==> config.mk <==
export PLATFORM = sky130hd
export DESIGN_NAME = pc_next_unit
export DESIGN_NICKNAME = d
export VERILOG_FILES = /design/src/rtl/pc_next_unit.sv
export SDC_FILE = /design/constraint.sdc
export NUM_CORES = 1
export LEC_CHECK = 0
export CAP_MARGIN = 20
export CORE_ASPECT_RATIO = 0.75
export CORE_MARGIN = 2
export CORE_UTILIZATION = 30
export DETAILED_ROUTE_END_ITERATION = 7
export SYNTH_ARGS = -nofsm -noshare
export SYNTH_HDL_FRONTEND = slang
export SYNTH_SLANG_ARGS = --single-unit
==> constraint.sdc <==
create_clock -name clk -period 4.97 [get_ports clk]
set_clock_uncertainty 0.05 [all_clocks]
set_input_delay 0.497 -clock clk [delete_from_list [all_inputs] [get_ports clk]]
set_output_delay 0.497 -clock clk [all_outputs]
set_load 0.01 [all_outputs]
==> src/rtl/pc_next_unit.sv <==
// Program-counter stage: holds PC, picks the next fetch address,
// traps illegal targets with a sticky error and counts retired PCs.
module pc_next_unit #(
    parameter logic [31:0] IM_BASE  = 32'h0000_3000,
    parameter int unsigned IM_DEPTH = 4096
) (
    input  logic        clk,
    input  logic        reset,
    input  logic        en,
    input  logic        jump,
    input  logic [2:0]  NPCOp,
    input  logic [15:0] imm16,
    input  logic [25:0] imm26,
    input  logic [31:0] ra,
    output logic [31:0] pc,
    output logic [31:0] pc4,
    output logic [31:0] npc,
    output logic        pc_err,
    output logic [31:0] retired
);

    localparam logic [2:0] OP_PC4    = 3'd0;
    localparam logic [2:0] OP_BRANCH = 3'd1;
    localparam logic [2:0] OP_J      = 3'd2;
    localparam logic [2:0] OP_JR     = 3'd3;

    // Bounds kept 33 bits wide so the top of a large window cannot wrap.
    localparam logic [32:0] LO_ADDR = {1'b0, IM_BASE};
    localparam logic [32:0] HI_ADDR = LO_ADDR + 33'(4 * IM_DEPTH) - 33'd4;

    logic [31:0] pc_q, pc_d;
    logic [31:0] ret_q, ret_d;
    logic        err_q, err_d;
    logic [31:0] br_off;
    logic [32:0] npc_ext;
    logic        npc_ok;

    assign pc4    = pc_q + 32'd4;
    assign br_off = {{14{imm16[15]}}, imm16, 2'b00};

    always_comb begin
        npc = pc4;
        case (NPCOp)
            OP_BRANCH: npc = jump ? pc4 + br_off : pc4;
            OP_J:      npc = {pc_q[31:28], imm26, 2'b00};
            OP_JR:     npc = ra;
            default:   npc = pc4;
        endcase
    end

    assign npc_ext = {1'b0, npc};
    assign npc_ok  = (npc[1:0] == 2'b00)
                   && (npc_ext >= LO_ADDR)
                   && (npc_ext <= HI_ADDR);

    // The sticky error flag doubles as the RUN/HALT state.
    always_comb begin
        pc_d  = pc_q;
        ret_d = ret_q;
        err_d = err_q;
        if (!err_q && en) begin
            if (npc_ok) begin
                pc_d  = npc;
                ret_d = ret_q + 32'd1;
            end else begin
                err_d = 1'b1;
            end
        end
    end

    always_ff @(posedge clk or posedge reset) begin
        if (reset) begin
            pc_q  <= IM_BASE;
            ret_q <= 32'd0;
            err_q <= 1'b0;
        end else begin
            pc_q  <= pc_d;
            ret_q <= ret_d;
            err_q <= err_d;
        end
    end

    assign pc      = pc_q;
    assign pc_err  = err_q;
    assign retired = ret_q;

endmodule

# Yosys cells after proc, flatten, opt, wreduce, memory -nomap -nowiden
# Cells that the tools add are included.
[totals] register_bits=65 out_inout_bits=129 elab_cells=21 input_bits=81
[classes] bitwise=1 n_mux=2 n_eq_ne=3 order_cmp=2 reduce_logical=7 n_addsub=3
[op_table] operator="32-bit case mux with 3 select lines" n=1
[op_table] operator="32-bit by 1-bit adder with 32-bit output (second input constant)" n=1
[op_table] operator="32-bit by 3-bit adder with 32-bit output (second input constant)" n=1
[op_table] operator="32-bit adder" n=1
[op_table] operator="32-bit by 14-bit >= comparator with 1-bit output (second input constant)" n=1
[op_table] operator="32-bit by 15-bit <= comparator with 1-bit output (second input constant)" n=1
[op_table] operator="32-bit 2-to-1 mux" n=1
[op_table] operator="3-bit by 2-bit equality test with 1-bit output (second input constant)" n=2
[op_table] operator="2-bit AND reduction" n=2
[op_table] operator="3-bit by 1-bit equality test with 1-bit output (second input constant)" n=1
[op_table] operator="1-bit logical AND" n=3
[op_table] operator="2-bit zero test" n=1
[op_table] operator="1-bit zero test" n=1
[op_table] operator="1-bit inverter" n=1

# Longest topological paths before layout
[depth] word_depth=9 ltp_mapped=22 mapped_depth_nobuf=18

# Worst setup path after synthesis
# OpenSTA, ideal clock, no wires.
[synth_path] path_kind="register to register" start="register pc_q[2], in the netlist pc[2]" end="register ret_q[29], in the netlist retired[29]" path_stages_with_launch=21 synth_period_minus_slack_ps=5590 setup_slack_ps=-620 n_path_buf=3 setup_ps=79 arrival_ps=5461 cell_sequence="dfrtp_1 -> ha_1 -> nand4_1 -> nor4_1 -> nand2_1 -> xnor2_1 -> ha_1 -> clkbuf_1 -> a21oi_1 -> o21ai_1 -> a21o_1 -> or4_1 -> mux2i_1 -> a211oi_1 -> a311o_1 -> and3_4 -> or4b_1 -> buf_2 -> buf_6 -> nor4b_2 -> xor2_1"
[synth_via] elab_chain_cells=8
[synth_lines] element="start, declared" line="31" text="logic [31:0] pc_q, pc_d;"
[synth_lines] element="start signal, assigned" line="77" text="pc_q <= pc_d;"
[synth_lines] element="32-bit by 3-bit adder with 32-bit output *" line="38" text="assign pc4 = pc_q + 32'd4;"
[synth_lines] element="named net pc4[22]" line="16" text="output logic [31:0] pc4,"
[synth_lines] element="32-bit adder *" line="44" text="OP_BRANCH: npc = jump ? pc4 + br_off : pc4;"
[synth_lines] element="32-bit 2-to-1 mux *" line="44"
[synth_lines] element="32-bit case mux with 3 select lines *" line="43" text="case (NPCOp)"
[synth_lines] element="named net npc[31]" line="17" text="output logic [31:0] npc,"
[synth_lines] element="32-bit by 14-bit >= comparator with 1-bit output" line="53" text="&& (npc_ext >= LO_ADDR)"
[synth_lines] element="1-bit logical AND" line="53"
[synth_lines] element="1-bit logical AND *" line="54" text="&& (npc_ext <= HI_ADDR);"
[synth_lines] element="2-bit AND reduction (no source line) *"
[synth_lines] element="end signal, assigned" line="78" text="ret_q <= ret_d;"
[synth_lines] element="end, declared" line="32" text="logic [31:0] ret_q, ret_d;"
# The timed path passes the listed nets; every way through them passes the cells marked *.
# A chain may end at the register's enable or synchronous reset.

# Worst setup path in the final report
[layout_path] start="register pc_q[12], in the netlist pc[12]" end="register ret_q[24], in the netlist retired[24]"
[layout_via] elab_chain_cells=8
[layout_lines] element="32-bit by 3-bit adder with 32-bit output *" line="38"
[layout_lines] element="32-bit adder" line="44"
[layout_lines] element="32-bit 2-to-1 mux" line="44"
[layout_lines] element="32-bit case mux with 3 select lines *" line="43"
[layout_lines] element="32-bit by 14-bit >= comparator with 1-bit output" line="53"
[layout_lines] element="1-bit logical AND" line="53"
[layout_lines] element="1-bit logical AND *" line="54"
[layout_lines] element="2-bit AND reduction (no source line) *"
# Every way passes the cells marked *; elsewhere a longest branch is shown, timed or not.

==> impl_metrics.py <==
metrics = {
    "setup_path": {
        "cp-end-kind": "flop",
        "crit_arrival_ns": 5.15,
        "r2r-end": "retired[24]",
        "cp-startpoint": "pc[12]",
        "reg2reg_depth": 17,
        "path_cells": "nand3_4, or4_4, or4_4, nand2_4, ha_4, nand4_1, inv_1, a21o_1, or4_1, mux2i_1, a211oi_2, a311o_1, and3_4, or4b_4, clkbuf_16, nor3_1, xnor2_1",
        "required_ns": 5.16,
        "rrSetupSlack_ns": 0.01,
        "start_kind": "flop",
        "path_class": "flop to flop",
        "cp_common_cell": "or4_4",
        "cpPeakStageDelay_ns": 0.57,
        "reg2reg_from": "pc[12]",
        "cp_max_fo": 7,
        "slowest_stage": "dfstp_2",
    },
    "outcome": {
        "outcome": "finished, final reports clean",
    },
    "power": {
        "power_leakage_nw": 5.69,
        "power.total_mw": 1.67,
        "power_density_mw_per_mm2": 135,
        "vdd_drop_max_v": 0.000124,
    },
    "layout": {
        "fillCellCount": 2179,
        "layout.nets": 1481,
        "diodes": 0,
        "area_delta_synth_final_pct": 74.0,
        "final_layout_size_suffix_gt1_frac": 0.306,
        "final_cell_mix": "243 x buf_4, 202 x clkdlybuf4s50_1, 88 x nor2_1",
        "final_common_cell": "buf_4",
    },
    "drt": {
        "vias": 9102,
        "drcViolationCount": 0,
        "wirelength_um": 35100,
        "drtIter0Drc": 692,
        "ant_nets": 0,
        "drt_first_pass_iters": 5,
        "detail_route.wl_per_cell_um": 21.0,
        "avgViaCountPerCell": 5.45,
    },
    "die": {
        "coreArea_mm2": 0.0231,
        "ios": 210,
        "die_x_um": 182,
        "initial_core_util": 0.308,
        "fp-row-count": 48,
        "die-area_mm2": 0.0250,
        "die_h_um": 137,
    },
    "clock_tree": {
        "clockRootBuffer": "clkbuf_16",
        "ctsHoldBuffers": 0,
        "tritoncts": "yes",
        "path_clk_slew_ns": 0.06,
        "clock_path_buffers": 2,
        "worstSkewPairLatency_ns": 0.33,
        "htreeDepth": 3,
        "numCtsBuffers": 9,
        "clock_sinks": 65,
    },
    "hold_path": {
        "hold_class": "flop to flop",
        "holdPathEnd": "retired[31]",
        "min_path_cells": 1,
        "min_from": "retired[31]",
    },
    "sta": {
        "rsz0062_at_grt": "true",
        "drv_slew": 0,
        "max_freq_ghz": 0.202,
        "setup_viol": 0,
        "worst_pin_slew_ns": 0.880,
        "timing.slew.headroom": 0.413,
        "finalCritPeriodShare": 0.997,
        "fin_crit_ns": 4.96,
        "hold_ws_ns": 0.425,
        "hold_viol_final": 0,
    },
    "flow_run": {
        "drv_cap": 0,
    },
    "synthesis": {
        "synth.distinct_cells": 85,
        "synthesis.nets": 1061,
        "synthesis.area_mm2": 0.00711,
        "ys_top_cells_by_area": "dfrtp_1 22%, a21oi_1 6.1%, ha_1 5.8%, xor2_1 5.3%, nor2_1 5.1%",
        "synth_area_leader_cell": "dfrtp_1",
        "dominantRegCellSynth": "dfrtp_1",
        "synth-edff-count": 0,
        "syn_area_per_cell_um2": 7.52,
        "syn_inst": 946,
        "ys_ff_latch": 65,
        "synth_warnings": 0,
        "postSynth.asyncResetShare": 1.00,
        "synth_top_cell_area_share": 0.222,
        "seq_area_frac_synth": 0.229,
    },
    "global_route": {
        "grt_pass1_vias": 8715,
        "grt_first_pass_wirelength_um": 51100,
        "antenna_found_initial": 1,
        "grt_max_degree": 40,
        "grt_use_total": 0.270,
        "grt_overflow": 0,
    },
    "placed_design": {
        "routabilityCongestion": 1.01,
        "hpwl_um": 28300,
        "portBuffers": 209,
    },
}
==> worst max path at each step <==
stage                   to  slack, ns
3_5_place_dp   retired[26]      -0.49
5_1_grt        retired[24]      -0.20
2_1_floorplan  retired[29]      0.003
4_1_cts        retired[26]      -0.02
6_report       retired[24]       0.01
3_3_place_gp   retired[14]      -0.45
==> timing repair <==
action,in CTS,in global routing
setup buffers,5,15
endpoints found under the setup margin,71,75
gates cloned,0,2
pin swaps,7,36
resized for setup,30,102
==> routing by layer <==
metal	global-route usage	up-vias	part of all wire
met4	0.0926	2	0.032
li1	-	4282	-
met5	0	-	0.00037
met2	0.397	398	0.42
met3	0.0756	68	0.088
met1	0.378	4352	0.46
==> critical path, delay by kind of cell, from the launching register on <==
family	cells	cell delay (ns)
and+or+nand+nor	9	2.88
DFF	1	0.57
AOI/OAI and AO/OA	3	0.54
buffers and inverters	2	0.29
adders and majority gates	1	0.20
muxes	1	0.18
xor gates and xnor gates	1	0.17
==> layout make-up <==
cell class	count	area [um2]	area share
inverter	43	161	0.0130
tap	300	375	0.0303
clock inverter	7	71.3	0.00577
timing repair buffer	463	4080	0.330
clock buffer	9	225	0.0182
sequential	65	1630	0.132
multi-input combinational	784	5820	0.471
==> cells in the mapped netlist, types with 5 or more instances <==
cell type,number
nor2b_1,9
a211o_1,12
o211ai_1,10
xor2_1,43
a21boi_0,5
xnor2_1,26
buf_1,8
nor3b_1,7
inv_1,42
nor3_1,32
nand2_1,91
o21a_1,14
a21o_1,7
nor2_1,97
dfrtp_1,63
nand3_1,34
buf_2,11
a211oi_1,12
o21ai_0,49
a21oi_1,87
and3_1,11
or2_2,7
and2_1,21
nor4_1,10
mux2_2,15
nand4_1,25
ha_1,33
clkbuf_1,32
or3_1,8
nor4_2,5
mux2i_1,12
nand2b_1,13
==> power by group <==
group          switching (mW)  total [mW]  internal [mW]
combinational           0.270       0.513          0.243
sequential          0.0000526       0.530          0.530
clock                   0.236       0.623          0.387
==> sequential cells by signal (all words and copies together), names as in the netlist <==
signal and cells:
retired 32, pc 32, pc_err 1
==> stage by stage <==
| step | area [um2] | TNS, ns | utilization | setup slack (ns) | instances |
|---|---|---|---|---|---|
| global placement | 11300 | -20.22 | 0.487 | -0.451 | 1633 |
| CTS | 11800 | -0.0273 | 0.508 | -0.0182 | 1654 |
| finish | 12400 | 0 | 0.535 | 0.0143 | 1671 |
| floorplan | 7300 | 0 | - | 0.00312 | 946 |
| detailed placement | 11300 | -22.31 | 0.487 | -0.494 | 1633 |
| global route | 12400 | -6.58 | 0.535 | -0.202 | 1671 |
==> kinds of logic after synthesis <==
family                   Yosys count  share of synthesized area
AO/OA/AOI/OAI                    258                      0.237
buffers and inverters             97                     0.0553
multiplexers                      27                     0.0406
AND/OR/NAND/NOR                  395                      0.290
XOR/XNOR                          70                     0.0873
adder cells (fa/ha/maj)           34                     0.0609
flip-flops                        65                      0.229
No activity file was read; power rests on OpenSTA's default activity.
